--- config.mk ---
export PLATFORM = sky130hd
export DESIGN_NAME = dpram_latency_sched_flat
export DESIGN_NICKNAME = d
export VERILOG_FILES = /design/src/rtl/dpram_latency_sched_if.sv /design/src/rtl/dpram_latency_sched.sv /design/src/flat_wrapper.sv
export SDC_FILE = /design/constraint.sdc
export NUM_CORES = 1
export LEC_CHECK = 0
export CAP_MARGIN = 20
export CELL_PAD_IN_SITES_DETAIL_PLACEMENT = 1
export CELL_PAD_IN_SITES_GLOBAL_PLACEMENT = 2
export CORE_MARGIN = 8
export CORE_UTILIZATION = 41
export DETAILED_ROUTE_END_ITERATION = 7
export PLACE_DENSITY_LB_ADDON = 0.1
export SYNTH_ARGS = -nofsm -noshare
export SYNTH_HDL_FRONTEND = slang
export SYNTH_SLANG_ARGS = --single-unit
--- constraint.sdc ---
create_clock -name clk -period 3.3 [get_ports clk]
set_input_delay 0.66 -clock clk [delete_from_list [all_inputs] [get_ports clk]]
set_output_delay 0.66 -clock clk [all_outputs]
set_load 0.1 [all_outputs]
--- src/rtl/dpram_latency_sched_if.sv ---
// Per-port request/response and RAM-side bundle for dpram_latency_sched.
// master: requester plus RAM read data; slave: the scheduler.
interface dpram_latency_sched_if #(
    parameter int unsigned DATA_WIDTH = 4,
    parameter int unsigned ADDR_WIDTH = 4
);
    logic                  req;
    logic                  ready;
    logic                  wr;
    logic [ADDR_WIDTH-1:0] addr;
    logic [DATA_WIDTH-1:0] wdata;
    logic                  rd_valid;
    logic [DATA_WIDTH-1:0] rd_data;
    logic                  mem_we;
    logic [ADDR_WIDTH-1:0] mem_addr;
    logic [DATA_WIDTH-1:0] mem_wdata;
    logic [DATA_WIDTH-1:0] mem_rdata;

    modport master (
        output req, wr, addr, wdata, mem_rdata,
        input  ready, rd_valid, rd_data, mem_we, mem_addr, mem_wdata
    );

    modport slave (
        input  req, wr, addr, wdata, mem_rdata,
        output ready, rd_valid, rd_data, mem_we, mem_addr, mem_wdata
    );
endinterface

--- src/rtl/dpram_latency_sched.sv ---
// Dual-port RAM request scheduler: fixed write/read latencies, per-port credits, A-wins arbitration.
// Optional registered collision flag enabled by defining DPRAM_SCHED_COLLISION_EN.
module dpram_latency_sched #(
    parameter int unsigned DATA_WIDTH   = 4,
    parameter int unsigned MEM_DEPTH    = 16,
    parameter int unsigned ADDR_WIDTH   = $clog2(MEM_DEPTH),
    parameter int unsigned WR_LATENCYA  = 10,
    parameter int unsigned RD_LATENCYA  = 5,
    parameter int unsigned WR_LATENCYB  = 7,
    parameter int unsigned RD_LATENCYB  = 8,
    parameter int unsigned MAX_INFLIGHT = 4
) (
    input  logic                   clk,
    input  logic                   rst,
    dpram_latency_sched_if.slave   a,
    dpram_latency_sched_if.slave   b,
    output logic                   collision
);
    localparam int unsigned CNT_W = $clog2(MAX_INFLIGHT + 1);
    localparam logic [CNT_W-1:0] CNT_MAX = CNT_W'(MAX_INFLIGHT);

    // Port A pipelines and credit counter
    logic [WR_LATENCYA-1:0] aw_v_q;
    logic [ADDR_WIDTH-1:0]  aw_addr_q [WR_LATENCYA];
    logic [DATA_WIDTH-1:0]  aw_data_q [WR_LATENCYA];
    logic [RD_LATENCYA-1:0] ar_v_q;
    logic [DATA_WIDTH-1:0]  ar_data_q [RD_LATENCYA];
    logic [CNT_W-1:0]       a_cnt_q, a_cnt_d;
    logic                   a_due, a_commit, a_ready, a_acc;

    // Port B pipelines and credit counter
    logic [WR_LATENCYB-1:0] bw_v_q;
    logic [ADDR_WIDTH-1:0]  bw_addr_q [WR_LATENCYB];
    logic [DATA_WIDTH-1:0]  bw_data_q [WR_LATENCYB];
    logic [RD_LATENCYB-1:0] br_v_q;
    logic [DATA_WIDTH-1:0]  br_data_q [RD_LATENCYB];
    logic [CNT_W-1:0]       b_cnt_q, b_cnt_d;
    logic                   b_due, b_commit, b_ready, b_acc;
    logic                   same_commit_addr;

    // A read must not be accepted while a write commit is due on the next cycle
    if (WR_LATENCYA > 1) begin : g_a_due
        assign a_due = aw_v_q[WR_LATENCYA-2];
    end else begin : g_a_due_none
        assign a_due = 1'b0;
    end

    if (WR_LATENCYB > 1) begin : g_b_due
        assign b_due = bw_v_q[WR_LATENCYB-2];
    end else begin : g_b_due_none
        assign b_due = 1'b0;
    end

    always_comb begin
        a_commit = aw_v_q[WR_LATENCYA-1] & ~rst;
        b_commit = bw_v_q[WR_LATENCYB-1] & ~rst;
        same_commit_addr = aw_addr_q[WR_LATENCYA-1] == bw_addr_q[WR_LATENCYB-1];

        a_ready = ~rst & (a_cnt_q < CNT_MAX) & ~(a_due & ~a.wr);
        b_ready = ~rst & (b_cnt_q < CNT_MAX) & ~(b_due & ~b.wr);
        a_acc   = a.req & a_ready;
        b_acc   = b.req & b_ready;
        a.ready = a_ready;
        b.ready = b_ready;

        a.mem_we    = a_commit;
        a.mem_addr  = rst ? '0 : (a_commit ? aw_addr_q[WR_LATENCYA-1] : a.addr);
        a.mem_wdata = rst ? '0 : aw_data_q[WR_LATENCYA-1];
        a.rd_valid  = ar_v_q[RD_LATENCYA-1] & ~rst;
        a.rd_data   = rst ? '0 : ar_data_q[RD_LATENCYA-1];

        // Port A wins a same-address commit; B still retires its credit
        b.mem_we    = b_commit & ~(a_commit & same_commit_addr);
        b.mem_addr  = rst ? '0 : (b_commit ? bw_addr_q[WR_LATENCYB-1] : b.addr);
        b.mem_wdata = rst ? '0 : bw_data_q[WR_LATENCYB-1];
        b.rd_valid  = br_v_q[RD_LATENCYB-1] & ~rst;
        b.rd_data   = rst ? '0 : br_data_q[RD_LATENCYB-1];

        a_cnt_d = CNT_W'(int'(a_cnt_q) + int'(a_acc) - int'(a_commit) - int'(a.rd_valid));
        b_cnt_d = CNT_W'(int'(b_cnt_q) + int'(b_acc) - int'(b_commit) - int'(b.rd_valid));
    end

    always_ff @(posedge clk) begin
        if (rst) begin
            aw_v_q  <= '0;
            ar_v_q  <= '0;
            a_cnt_q <= '0;
            for (int unsigned i = 0; i < WR_LATENCYA; i++) begin
                aw_addr_q[i] <= '0;
                aw_data_q[i] <= '0;
            end
            for (int unsigned i = 0; i < RD_LATENCYA; i++) ar_data_q[i] <= '0;
        end else begin
            aw_v_q[0]    <= a_acc & a.wr;
            aw_addr_q[0] <= a.addr;
            aw_data_q[0] <= a.wdata;
            for (int unsigned i = 1; i < WR_LATENCYA; i++) begin
                aw_v_q[i]    <= aw_v_q[i-1];
                aw_addr_q[i] <= aw_addr_q[i-1];
                aw_data_q[i] <= aw_data_q[i-1];
            end
            ar_v_q[0]    <= a_acc & ~a.wr;
            ar_data_q[0] <= a.mem_rdata;
            for (int unsigned i = 1; i < RD_LATENCYA; i++) begin
                ar_v_q[i]    <= ar_v_q[i-1];
                ar_data_q[i] <= ar_data_q[i-1];
            end
            a_cnt_q <= a_cnt_d;
        end
    end

    always_ff @(posedge clk) begin
        if (rst) begin
            bw_v_q  <= '0;
            br_v_q  <= '0;
            b_cnt_q <= '0;
            for (int unsigned i = 0; i < WR_LATENCYB; i++) begin
                bw_addr_q[i] <= '0;
                bw_data_q[i] <= '0;
            end
            for (int unsigned i = 0; i < RD_LATENCYB; i++) br_data_q[i] <= '0;
        end else begin
            bw_v_q[0]    <= b_acc & b.wr;
            bw_addr_q[0] <= b.addr;
            bw_data_q[0] <= b.wdata;
            for (int unsigned i = 1; i < WR_LATENCYB; i++) begin
                bw_v_q[i]    <= bw_v_q[i-1];
                bw_addr_q[i] <= bw_addr_q[i-1];
                bw_data_q[i] <= bw_data_q[i-1];
            end
            br_v_q[0]    <= b_acc & ~b.wr;
            br_data_q[0] <= b.mem_rdata;
            for (int unsigned i = 1; i < RD_LATENCYB; i++) begin
                br_v_q[i]    <= br_v_q[i-1];
                br_data_q[i] <= br_data_q[i-1];
            end
            b_cnt_q <= b_cnt_d;
        end
    end

`ifdef DPRAM_SCHED_COLLISION_EN
    logic coll_d, coll_q;

    // Write/write on the same address, or a write racing the other port's read sample
    always_comb begin
        coll_d = (a_commit & b_commit & same_commit_addr)
               | (a_commit & b_acc & ~b.wr & (a.mem_addr == b.mem_addr))
               | (b_commit & a_acc & ~a.wr & (b.mem_addr == a.mem_addr));
    end

    always_ff @(posedge clk) begin
        if (rst) coll_q <= 1'b0;
        else     coll_q <= coll_d;
    end

    assign collision = coll_q;
`else
    assign collision = 1'b0;
`endif

endmodule

--- src/flat_wrapper.sv ---
// flat-port wrapper written by rule: the top's interface ports become plain ports
module dpram_latency_sched_flat 
#(
    parameter int unsigned DATA_WIDTH   = 4,
    parameter int unsigned MEM_DEPTH    = 16,
    parameter int unsigned ADDR_WIDTH   = $clog2(MEM_DEPTH),
    parameter int unsigned WR_LATENCYA  = 10,
    parameter int unsigned RD_LATENCYA  = 5,
    parameter int unsigned WR_LATENCYB  = 7,
    parameter int unsigned RD_LATENCYB  = 8,
    parameter int unsigned MAX_INFLIGHT = 4
)
  (clk, rst, collision, a_req, a_wr, a_addr, a_wdata, a_mem_rdata, a_ready, a_rd_valid, a_rd_data, a_mem_we, a_mem_addr, a_mem_wdata, b_req, b_wr, b_addr, b_wdata, b_mem_rdata, b_ready, b_rd_valid, b_rd_data, b_mem_we, b_mem_addr, b_mem_wdata);
  dpram_latency_sched_if #(.DATA_WIDTH(DATA_WIDTH), .ADDR_WIDTH(ADDR_WIDTH)) a_i ();
  dpram_latency_sched_if #(.DATA_WIDTH(DATA_WIDTH), .ADDR_WIDTH(ADDR_WIDTH)) b_i ();
  input  logic clk;
  input  logic rst;
  output logic collision;
  input wire logic [$bits(a_i.req)-1:0] a_req;
  input wire logic [$bits(a_i.wr)-1:0] a_wr;
  input wire logic [$bits(a_i.addr)-1:0] a_addr;
  input wire logic [$bits(a_i.wdata)-1:0] a_wdata;
  input wire logic [$bits(a_i.mem_rdata)-1:0] a_mem_rdata;
  output wire logic [$bits(a_i.ready)-1:0] a_ready;
  output wire logic [$bits(a_i.rd_valid)-1:0] a_rd_valid;
  output wire logic [$bits(a_i.rd_data)-1:0] a_rd_data;
  output wire logic [$bits(a_i.mem_we)-1:0] a_mem_we;
  output wire logic [$bits(a_i.mem_addr)-1:0] a_mem_addr;
  output wire logic [$bits(a_i.mem_wdata)-1:0] a_mem_wdata;
  input wire logic [$bits(b_i.req)-1:0] b_req;
  input wire logic [$bits(b_i.wr)-1:0] b_wr;
  input wire logic [$bits(b_i.addr)-1:0] b_addr;
  input wire logic [$bits(b_i.wdata)-1:0] b_wdata;
  input wire logic [$bits(b_i.mem_rdata)-1:0] b_mem_rdata;
  output wire logic [$bits(b_i.ready)-1:0] b_ready;
  output wire logic [$bits(b_i.rd_valid)-1:0] b_rd_valid;
  output wire logic [$bits(b_i.rd_data)-1:0] b_rd_data;
  output wire logic [$bits(b_i.mem_we)-1:0] b_mem_we;
  output wire logic [$bits(b_i.mem_addr)-1:0] b_mem_addr;
  output wire logic [$bits(b_i.mem_wdata)-1:0] b_mem_wdata;
  assign a_i.req = a_req;
  assign a_i.wr = a_wr;
  assign a_i.addr = a_addr;
  assign a_i.wdata = a_wdata;
  assign a_i.mem_rdata = a_mem_rdata;
  assign a_ready = a_i.ready;
  assign a_rd_valid = a_i.rd_valid;
  assign a_rd_data = a_i.rd_data;
  assign a_mem_we = a_i.mem_we;
  assign a_mem_addr = a_i.mem_addr;
  assign a_mem_wdata = a_i.mem_wdata;
  assign b_i.req = b_req;
  assign b_i.wr = b_wr;
  assign b_i.addr = b_addr;
  assign b_i.wdata = b_wdata;
  assign b_i.mem_rdata = b_mem_rdata;
  assign b_ready = b_i.ready;
  assign b_rd_valid = b_i.rd_valid;
  assign b_rd_data = b_i.rd_data;
  assign b_mem_we = b_i.mem_we;
  assign b_mem_addr = b_i.mem_addr;
  assign b_mem_wdata = b_i.mem_wdata;
  dpram_latency_sched #(.DATA_WIDTH(DATA_WIDTH), .MEM_DEPTH(MEM_DEPTH), .ADDR_WIDTH(ADDR_WIDTH), .WR_LATENCYA(WR_LATENCYA), .RD_LATENCYA(RD_LATENCYA), .WR_LATENCYB(WR_LATENCYB), .RD_LATENCYB(RD_LATENCYB), .MAX_INFLIGHT(MAX_INFLIGHT)) u_core (.clk(clk), .rst(rst), .a(a_i), .b(b_i), .collision(collision));
endmodule
==> flow_metrics.env <==
export IMPL_die_height_um=142.4
export IMPL_cts_clk_slew_worst_paths_ps=60
export IMPL_yosysMostFrequentCell="nor2b_1"
export IMPL_rows=46
export IMPL_synth_seq_area_share_pct=68.44
export IMPL_nNetsFinal=637
export IMPL_globalRoute_totalOverflow=0
export IMPL_setup_viol_count_final=0
export IMPL_root_buffer="clkbuf_16"
export IMPL_clock_skew_ps=8.726
export IMPL_cts_setup_buffers=0
export IMPL_p_total_uw=5611
export IMPL_syn_inst=542
export IMPL_vias_per_cell=4.142
export IMPL_ys_top_cells_by_count="234 x nor2b_1, 224 x dfxtp_1, 24 x buf_2"
export IMPL_cts_sinks=224
export IMPL_peakVddDrop_mv=0.3115
export IMPL_synth_flop_cell="dfxtp_1"
export IMPL_diodes=0
export IMPL_drc_errors=0
export IMPL_status="finished clean"
export IMPL_synth_area_leader_cell="dfxtp_1"
export IMPL_worstPathMaxFanout=192
export IMPL_synthesis_area_sq_um=6553
export IMPL_worst_ep_required_time_ps=2640
export IMPL_firstDrtPassIters=3
export IMPL_dpl_cell_area_sq_um=7508
export IMPL_wl_per_cell_um=11.70
export IMPL_dp_hpwl_mm=5.685
export IMPL_io_pins=61
export IMPL_met2_usage_pct=15.63
export IMPL_maxSlewHeadroom_pct=48.20
export IMPL_grt_antenna_before_repair=0
export IMPL_detail_route_iter0_violations=136
export IMPL_grt_pass1_wl_mm=16.59
export IMPL_cts_resized=0
export IMPL_cts_made_buffers=23
export IMPL_synth_edff_count=0
export IMPL_finalHoldViolCount=0
export IMPL_grt_use_total_pct=9.913
export IMPL_grt_pass1_vias=3546
export IMPL_clk_latency_ps=490
export IMPL_gp_congestion=0.6911
export IMPL_path_class="in2out"
export IMPL_cts_buffer_depth=3
export IMPL_die_w_um=142.4
export IMPL_syn_area_per_cell_sq_um=12.09
export IMPL_core_area_sq_um=15770
export IMPL_synth_cell_types=22
export IMPL_drv_cap=0
export IMPL_hold_buffers=0
export IMPL_worst_pin_slew_ps=776.9
export IMPL_endpoint_kind="output port"
export IMPL_fin_area_sq_um=8302
export IMPL_cts_max_level=1
export IMPL_tritoncts="done"
export IMPL_grtUsageMet3_pct=2.549
export IMPL_gr_max_usage_layer="met2"
export IMPL_area_delta_synth_final_pct=26.69
export IMPL_grtUsageMet1_pct=12.56
export IMPL_drive_gt1_share_pct=13.01
export IMPL_synth_seq_cells=224
export IMPL_netlist_top_cells_area="dfxtp_1 68%, nor2b_1 22%, buf_2 1.8%"
export IMPL_synth_fp_nets=580
export IMPL_routed_wl_mm=9.721
export IMPL_dieArea_sq_um=20280
export IMPL_portBuffers=59
export IMPL_p_leak_uw=0.003374
export IMPL_fmax_mhz=385.6
export IMPL_final_max_slew_viol_count=0
export IMPL_yosysWarnings=0
export IMPL_post_route_min_period_ps=2594
export IMPL_initial_core_util_pct=41.55
export IMPL_async_reset_ff_share_pct=0
export IMPL_fin_setup_tns_ps=0
export IMPL_antenna_left=0
export IMPL_crit_arrival_ps=1930
export IMPL_min_period_over_period_pct=78.59
export IMPL_grt_max_degree=193
export IMPL_crit_path_start_kind="input pin"
export IMPL_power_density_nw_per_um2=675.9
export IMPL_hold_class="reg2reg"
export IMPL_grt_setup_unrepaired="false"
export IMPL_dr_total_vias=3442
export IMPL_yosysTopAreaCellShare_pct=68.44
per-layer routing:
metal,routed length [um],vias to the layer above
li1,-,1744
met1,4618,1616
met2,4370,59
met3,489,23
met4,243,0
met5,0,-
report_power, final:
group,switching [uW],internal [uW],leakage (uW)
Clock,979,1640,0.000393
Combinational,131,94.4,0.00116
Sequential,10.6,2760,0.00182
area by class of cell:
| cell class | instances | area [sq um] |
|---|---|---|
| multi-input combinational | 278 | 1868 |
| clock inverter | 5 | 78.83 |
| inverter | 11 | 41.29 |
| timing repair buffer | 61 | 844.6 |
| fill | 1608 | 7468 |
| sequential | 224 | 4484 |
| clock buffer | 36 | 714.4 |
| tap | 216 | 270.3 |
through the flow:
stage | worst slack (ps) | hold WS, ps | util (%) | instances
after floorplan | 68.00 | 413.8 | - | 542
after global placement | 333.4 | 416.8 | 47.61 | 790
after detailed placement | 230.9 | 424.7 | 47.61 | 790
after CTS | 678.5 | 433.0 | 52.64 | 831
after global routing | 566.9 | 443.7 | 52.64 | 831
final | 706.4 | 430.8 | 52.64 | 831
cell usage in the layout, fill, tap and decap left out, drive strengths merged, types with 3 or more instances in the layout:
| cell type | netlist | routed |
|---|---|---|
| buf | 29 | 33 |
| clkbuf | 0 | 36 |
| clkdlybuf4s50 | 0 | 28 |
| dfxtp | 224 | 224 |
| ha | 6 | 6 |
| inv | 11 | 12 |
| mux2 | 6 | 6 |
| nand2b | 3 | 3 |
| nor2 | 8 | 8 |
| nor2b | 234 | 234 |
| xnor2 | 3 | 3 |
| xor2 | 5 | 5 |
critical path, cell delays in order:
cell and delay, ps:
buf_6 190, buf_12 520, nor2b_1 200, buf_12 220
registers in the layout (all words and copies together), names as in the netlist:
| signal | cells |
|---|---|
| u_core.br_data_q | 32 |
| u_core.bw_addr_q | 28 |
| u_core.aw_v_q | 10 |
| u_core.br_v_q | 8 |
| u_core.ar_data_q | 20 |
| u_core.b_cnt_q | 3 |
| u_core.bw_v_q | 7 |
| u_core.aw_addr_q | 40 |
| u_core.aw_data_q | 40 |
| u_core.ar_v_q | 5 |
| u_core.a_cnt_q | 3 |
| u_core.bw_data_q | 28 |
final timing paths:
check / startpoint / end / slack (ps) / cells past startpoint
worst min-delay path: u_core.br_data_q[0][23]$_SDFF_PP0_ / u_core.br_data_q[0][27]$_SDFF_PP0_ / 430 / 1
worst max register to register: u_core.b_cnt_q[2]$_SDFF_PP0_ / u_core.b_cnt_q[2]$_SDFF_PP0_ / 1120 / 8
worst max-delay path: rst / a_mem_wdata[1] / 710 / 4
worst min register to register: u_core.br_data_q[0][23]$_SDFF_PP0_ / u_core.br_data_q[0][27]$_SDFF_PP0_ / 430 / 1
cell families after synthesis:
family	Yosys count	share of synthesized area, %
adder cells (fa/ha/maj)	8	1.757
other	1	0.05723
flip-flops	224	68.44
XOR/XNOR	8	1.069
multiplexers	8	1.337
AO/OA/AOI/OAI	4	0.6303
buffers and inverters	40	3.265
AND/OR/NAND/NOR	249	23.45
No activity file was read; power rests on OpenSTA's default activity.
